## src/rtl/booth_r4_mul.sv

```systemverilog
// Radix-4 Booth sequential multiplier with signed/unsigned mode and a start/busy/done handshake.
// Optional BOOTH_ZERO_SKIP_EN: a zero operand bypasses the Booth steps and finishes in two cycles.
module booth_r4_mul #(
    parameter int WIDTH = 16
) (
    input  logic               clk,
    input  logic               rst_n,
    input  logic               start,
    input  logic               is_signed,
    input  logic [WIDTH-1:0]   x,
    input  logic [WIDTH-1:0]   y,
    output logic [2*WIDTH-1:0] z,
    output logic               busy,
    output logic               done
);
    // Operands widen by two bits so unsigned values can be recoded as positive Booth numbers.
    localparam int EW = WIDTH + 2;
    localparam int UW = WIDTH + 4;
    localparam int AW = UW + EW + 1;
    localparam int CW = $clog2(WIDTH / 2 + 2);

    typedef enum logic [1:0] {IDLE, RUN, FIN} state_t;

    state_t                 state_q, state_d;
    logic [AW-1:0]          acc_q, acc_d;
    logic [UW-1:0]          x_q, x_d;
    logic [UW-1:0]          negx_q, negx_d;
    logic                   signed_q, signed_d;
    logic [CW-1:0]          cnt_q, cnt_d;
    logic [2*WIDTH-1:0]     z_q, z_d;
    logic                   done_q, done_d;

    logic [EW-1:0]          x_ext, y_ext;
    logic [UW-1:0]          addend, sum;
    logic signed [AW-1:0]   shifted;
    logic [CW-1:0]          last_step;

    // NOTE: every combinational output gets a default first so no path leaves one unassigned (latch).
    always_comb begin
        state_d   = state_q;
        acc_d     = acc_q;
        x_d       = x_q;
        negx_d    = negx_q;
        signed_d  = signed_q;
        cnt_d     = cnt_q;
        z_d       = z_q;
        done_d    = 1'b0;
        x_ext     = is_signed ? {{2{x[WIDTH-1]}}, x} : {2'b00, x};
        y_ext     = is_signed ? {{2{y[WIDTH-1]}}, y} : {2'b00, y};
        addend    = '0;
        sum       = '0;
        shifted   = '0;
        last_step = signed_q ? CW'(WIDTH / 2 - 1) : CW'(WIDTH / 2);

        case (state_q)
            IDLE: begin
                if (start) begin
                    x_d      = {{(UW - EW){x_ext[EW-1]}}, x_ext};
                    negx_d   = -{{(UW - EW){x_ext[EW-1]}}, x_ext};
                    signed_d = is_signed;
                    acc_d    = {{UW{1'b0}}, y_ext, 1'b0};
                    cnt_d    = '0;
                    state_d  = RUN;
`ifdef BOOTH_ZERO_SKIP_EN
                    if (x == '0 || y == '0) begin
                        acc_d   = '0;
                        state_d = FIN;
                    end
`endif
                end
            end
            RUN: begin
                case (acc_q[2:0])
                    3'b001, 3'b010: addend = x_q;
                    3'b011:         addend = x_q << 1;
                    3'b100:         addend = negx_q << 1;
                    3'b101, 3'b110: addend = negx_q;
                    default:        addend = '0;
                endcase
                sum     = acc_q[AW-1 -: UW] + addend;
                shifted = $signed({sum, acc_q[EW:0]}) >>> 2;
                acc_d   = shifted;
                cnt_d   = cnt_q + CW'(1);
                if (cnt_q == last_step) state_d = FIN;
            end
            FIN: begin
                // Unsigned runs one extra step, so the product sits two bits lower.
                z_d     = signed_q ? acc_q[3 +: 2*WIDTH] : acc_q[1 +: 2*WIDTH];
                done_d  = 1'b1;
                state_d = IDLE;
            end
            default: state_d = IDLE;
        endcase
    end

    // NOTE: sequential state uses non-blocking assignments so all registers update together.
    always_ff @(posedge clk or negedge rst_n) begin
        if (!rst_n) begin
            state_q  <= IDLE;
            acc_q    <= '0;
            x_q      <= '0;
            negx_q   <= '0;
            signed_q <= 1'b0;
            cnt_q    <= '0;
            z_q      <= '0;
            done_q   <= 1'b0;
        end else begin
            state_q  <= state_d;
            acc_q    <= acc_d;
            x_q      <= x_d;
            negx_q   <= negx_d;
            signed_q <= signed_d;
            cnt_q    <= cnt_d;
            z_q      <= z_d;
            done_q   <= done_d;
        end
    end

    assign z    = z_q;
    assign busy = (state_q != IDLE);
    assign done = done_q;
endmodule

```

## config.mk

```make
export PLATFORM = sky130hd
export DESIGN_NAME = booth_r4_mul
export DESIGN_NICKNAME = d
export VERILOG_FILES = /design/src/rtl/booth_r4_mul.sv
export SDC_FILE = /design/constraint.sdc
export NUM_CORES = 1
export LEC_CHECK = 0
export ABC_AREA = 1
export CAP_MARGIN = 20
export CORE_MARGIN = 8
export CORE_UTILIZATION = 66
export CTS_BUF_LIST = sky130_fd_sc_hd__clkbuf_8
export CTS_CLUSTER_DIAMETER = 40
export DETAILED_ROUTE_END_ITERATION = 10
export DONT_BUFFER_PORTS = 1
export GPL_ROUTABILITY_DRIVEN = 0
export PLACE_DENSITY = 0.82
export SYNTH_ARGS = -nofsm -noshare
export SYNTH_HDL_FRONTEND = slang
export SYNTH_SLANG_ARGS = --single-unit
```

## constraint.sdc

```tcl
create_clock -name clk -period 2.7 [get_ports clk]
set_input_delay 0.54 -clock clk [delete_from_list [all_inputs] [get_ports clk]]
set_output_delay 0.54 -clock clk [all_outputs]
set_load 0.02 [all_outputs]
```

# == After elaboration in Yosys (flattened, before gate mapping) ==
# Cells that the tools add are included.
# op_classes
n_eq_ne,11
add_sub_neg,3
n_mux,14
n_reduce_logical,8
# ops
op,n
$pmux 20 s4,1
$pmux 39 s2,1
$mux 39,1
$mux 18,2
$mux 32,1
$add 20x20->20,1
$mux 20,1
$neg 20->20,1
$eq 3x3->1 const B,3
$mux 4,2
$pmux 4 s2,1
$eq 3x2->1 const B,2
$reduce_and 2->1,3
$add 4x1->4 const B,1
$eq 4x4->1,1
$mux 2,2
$ne 2x2->1 const B,2
$pmux 2 s2,1
$reduce_bool 2->1,2
$reduce_or 2->1,2
$eq 3x1->1 const B,1
$eq 2x1->1 const B,1
$eq 2x2->1 const B,1
$logic_not 2->1,1
$mux 1,1
# word_totals
input_bits,36
ff_bits,117

# == Depth between registers and ports, before layout ==
# logic_depth
ltp_word,6
ltp_mapped,20

# == Worst setup path before layout ==
# OpenSTA, ideal clock, no wires.
# synth_timing
path_kind,reg-to-reg
start,register acc_q[2]
end,register acc_q[33]
arrival_time_ns,2.157
synth_period_minus_slack_ns,2.274
setup_time_ns,0.117
n_path_buf,1
required_ns,2.583
stages_incl_launch_ff,17
path_slack_ns,0.426
path_cell_list,dfrtp_1 buf_4 nor2_4 inv_1 a21oi_1 nor2_1 fa_1 inv_1 nand2_1 o21ai_2 nand2_1 nand2_1 nand2_1 nand2_1 nand2_1 nand3_1 nand2_1
# synth_via
elab_chain_cells,6
word_cells_on_any_way,12
classes_between,add/sub (1); eq/ne (6); mux (3); reduce/logical (2)
# synth_lines
element,line,rtl
start: declaration,25,"logic [AW-1:0] acc_q, acc_d;"
start signal: assignment,100,acc_q <= '0;
start signal: assignment,109,acc_q <= acc_d;
$eq 3x3->1 (tied with other cells),73,case (acc_q[2:0])
$reduce_or 2->1,73,
$pmux 20 s4 (*),73,
$mux 20 (*),55,case (state_q)
$add 20x20->20 (*),80,sum = acc_q[AW-1 -: UW] + addend;
$pmux 39 s2 (*),55,
# Every way passes the cells marked *; elsewhere a longest branch is shown, timed or not. The select of a mux whose other input is x is not followed.
# A chain may end at the register's enable or synchronous reset.

# == Worst setup path after layout ==
# Ends and elaborated chain as after synthesis.

==> impl_metrics.json <==
{
  "holdWs_ns": -0.207,
  "insertion_delay_ns": 0.44,
  "hpwlAfterDp_mm": 12.3,
  "synth_simple_gate_area_frac": 0.327,
  "max-slew-margin-rel": 0.390,
  "grt_pass1_vias": 5894,
  "pre_cts_slack_ns": 0.0334,
  "post-route-period-util": 1.01,
  "clk_pin_slew_ns": 0.08,
  "grt_pass1_wl_mm": 27.8,
  "grt_usage": 0.261,
  "synth_top_family_by_area": "simple AND/OR/NAND/NOR gates",
  "setup_violations": 1,
  "antenna_found_initial": 0,
  "grt_overflow_total": 0,
  "hold_viol": 113,
  "crit_type": "flip-flop to flip-flop",
  "synth_seq_area_share": 0.423,
  "status": "finished with violations",
  "ff_latch_area_um2": 2830,
  "final_antenna_net_count": 0,
  "fp.coreArea_um2": 9820,
  "first_iter_violations": 832,
  "drv_cap": 0,
  "synthMuxAreaShare": 0,
  "grt_max_degree": 114,
  "wire_per_inst_um": 16.9,
  "layout-drive-gt1-share": 0.140,
  "rsz0062_at_grt": "yes",
  "cts_buffers": 17,
  "finClkSkew_ns": 0.0118,
  "antenna_cells": 0,
  "yosys_warnings": 0,
  "io_buffers": 0,
  "start_util": 0.681,
  "worstMarginPinSlew_ns": 0.909,
  "p_switching_mw": 5.90,
  "fmax_mhz": 368,
  "critPathLaunchType": "flip-flop",
  "worstPathArrival_ns": 3.04,
  "seq_power_share": 0.294,
  "syn-num-nets": 955,
  "critPathCaptureType": "flip-flop",
  "fin_nets": 965,
  "cts-root-buf": "clkbuf_8",
  "p_int_mw": 5.80,
  "yosys.area_share.adder": 0.0423,
  "netlist_instances": 897,
  "syn_area_um2": 6690,
  "violations": "hold timing, setup timing",
  "yosysUniqueCellTypes": 46,
  "multi_input_area_um2": 3510,
  "drv_slew": 0,
  "cts.htree.levels": 4,
  "die_h_um": 117,
  "cts_buffer_depth": 2,
  "rows": 36,
  "cts.sinks": 113,
  "placed_area_um2": 6750,
  "dieWidth_um": 117,
  "setup-tns-final_ns": -0.0162,
  "vias_per_cell": 5.97,
  "cts_tree": "yes",
  "dieArea_um2": 13600,
  "drt-total-wl_mm": 17.8,
  "combPwrFrac": 0.572,
  "syn_to_final_growth_pct": 10.7,
  "required_ns": 3.03,
  "min_path_type": "primary input to async pin",
  "n_fill_cell": 742,
  "final_cell_area_um2": 7400,
  "p_leak_nw": 3.47,
  "p_clk_frac": 0.134,
  "power.density_nw_per_um2": 1580,
  "drcViolationCount": 0,
  "crit_fanout": 8,
  "syn_avg_cell_area_um2": 7.45,
  "synth_seq_cells": 113,
  "synth_xor_area_frac": 0.0131,
  "synth-compound-area-share": 0.121,
  "ir_worst_vdd_uv": 691,
  "io_pins": 70,
  "vias": 6288,
  "fin_total_pwr_mw": 11.7,
  "drt_pass1_iterations": 6,
  "switching_share": 0.504,
  "period_needed_ns": 2.72,
  "finalWorstSetupSlack_ns": -0.0162
}
## cell usage after synthesis (all sizes together)
master	number	area, um^2
o31ai	1	7.51
nor3b	1	7.51
fa	1	20.0
o21ai	47	239
o2111ai	8	70.1
buf	22	124
o211ai	7	52.6
nand2	335	1300
ha	21	263
nand3b	6	45.0
a31oi	33	206
inv	86	325
a32o	1	10.0
nand3	59	310
or2	1	6.26
a221oi	1	15.0
a21oi	26	141
xor2	6	52.6
o22ai	5	31.3
dfrtp	113	2830
clkbuf	11	41.3
nand4	8	50.1
nor2	81	417
a22o	1	8.76
nor4	1	6.26
o221ai	2	17.5
nor3	6	40.0
clkinv	1	3.75
and2	1	6.26
xnor2	4	35.0
o21a	1	7.51
## cell usage in the layout (no fill, tap or decap), drive strengths merged
master and n:
o31ai 1, bufinv 2, nand3 59, or2 1, o2111ai 8, o21a 1
and2 1, nor3 6, ha 21, xor2 6, clkinv 5, clkbuf 18
inv 87, a31oi 33, buf 23, xnor2 4, o221ai 2, nand3b 6
a32o 1, o211ai 7, dfrtp 113, nand4 8, clkinvlp 7, o22ai 5
a21oi 26, nor2 82, a22o 1, nor4 1, fa 1, nor3b 1
a221oi 1, nand2 335, o21ai 47
## metrics by stage
step,std cells,util
6_report,1053,0.754
5_1_grt,1053,0.754
4_1_cts,1036,0.727
3_5_place_dp,1004,0.687
3_3_place_gp,1004,0.687
2_1_floorplan,897,-
## sequential cells by signal (all words and copies together), names as in the netlist
name,flops
x_q,17
cnt_q,4
state_q,2
done,1
z,32
signed_q,1
negx_q,19
acc_q,37
## power by group through the flow
stage | sequential, mW | combinational [mW] | clock [mW]
3_3_place_gp | 3.40 | 5.60 | 0
6_report | 3.44 | 6.70 | 1.57
5_1_grt | 3.53 | 7.37 | 1.66
2_1_floorplan | 3.16 | 4.70 | 0
4_1_cts | 3.40 | 5.89 | 1.58
3_5_place_dp | 3.43 | 5.83 | 0
## worst max-delay path, stage by stage (launching register included)
cell	delay, ns
dfrtp_1	0.42
buf_4	0.19
nor2_4	0.14
clkinvlp_4	0.22
o21ai_1	0.22
a21oi_1	0.07
o21ai_1	0.18
ha_1	0.34
a21oi_1	0.21
o21ai_0	0.16
a21oi_1	0.21
nand3_1	0.10
nand3_1	0.10
nand2_1	0.06
## worst paths after layout
path                       slack [ns]  cells past startpoint      from        end
setup / recovery                -0.02                     13  acc_q[2]  acc_q[33]
hold / removal                  -0.21                      0     rst_n       z[6]
setup reg to reg                -0.02                     13  acc_q[2]  acc_q[33]
hold reg to reg                  0.50                      2    x_q[0]     x_q[0]
max in group asynchronous        2.76                      0     rst_n  acc_q[27]
min in group clk                 0.22                      2     x[15]    x_q[15]
## layer usage
metal | part of all wire | GRT usage | vias up | routed length [um]
met5 | 0 | 0 | - | 0
met4 | 0.037 | 0.127 | 0 | 658
met3 | 0.092 | 0.0579 | 66 | 1640
met2 | 0.47 | 0.427 | 302 | 8400
met1 | 0.40 | 0.321 | 2961 | 7060
li1 | - | - | 2959 | -
## final cells by class
type                            instances  share of cell area
Tap cell                              133              0.0225
Clock buffer                           18              0.0335
Sequential cell                       113               0.382
Inverter                               87              0.0453
Clock inverter                         14              0.0191
Multi-Input combinational cell        665               0.474
Timing Repair Buffer                   23              0.0233
## cell families after synthesis
group                      after synthesis
xor gates and xnor gates                10
AOI/OAI and AO/OA                      133
buffers and inverters                  120
DFF                                    113
and+or+nand+nor                        499
adders and majority gates               22
## timing repair
item / 4_1_cts / 5_1_grt
buffers inserted: 0 / 16
resized for setup: 0 / 37
setup endpoints to repair: 0 / 15
endpoints found under the hold margin: 113 / 113
No activity file was read; power rests on OpenSTA's default activity.
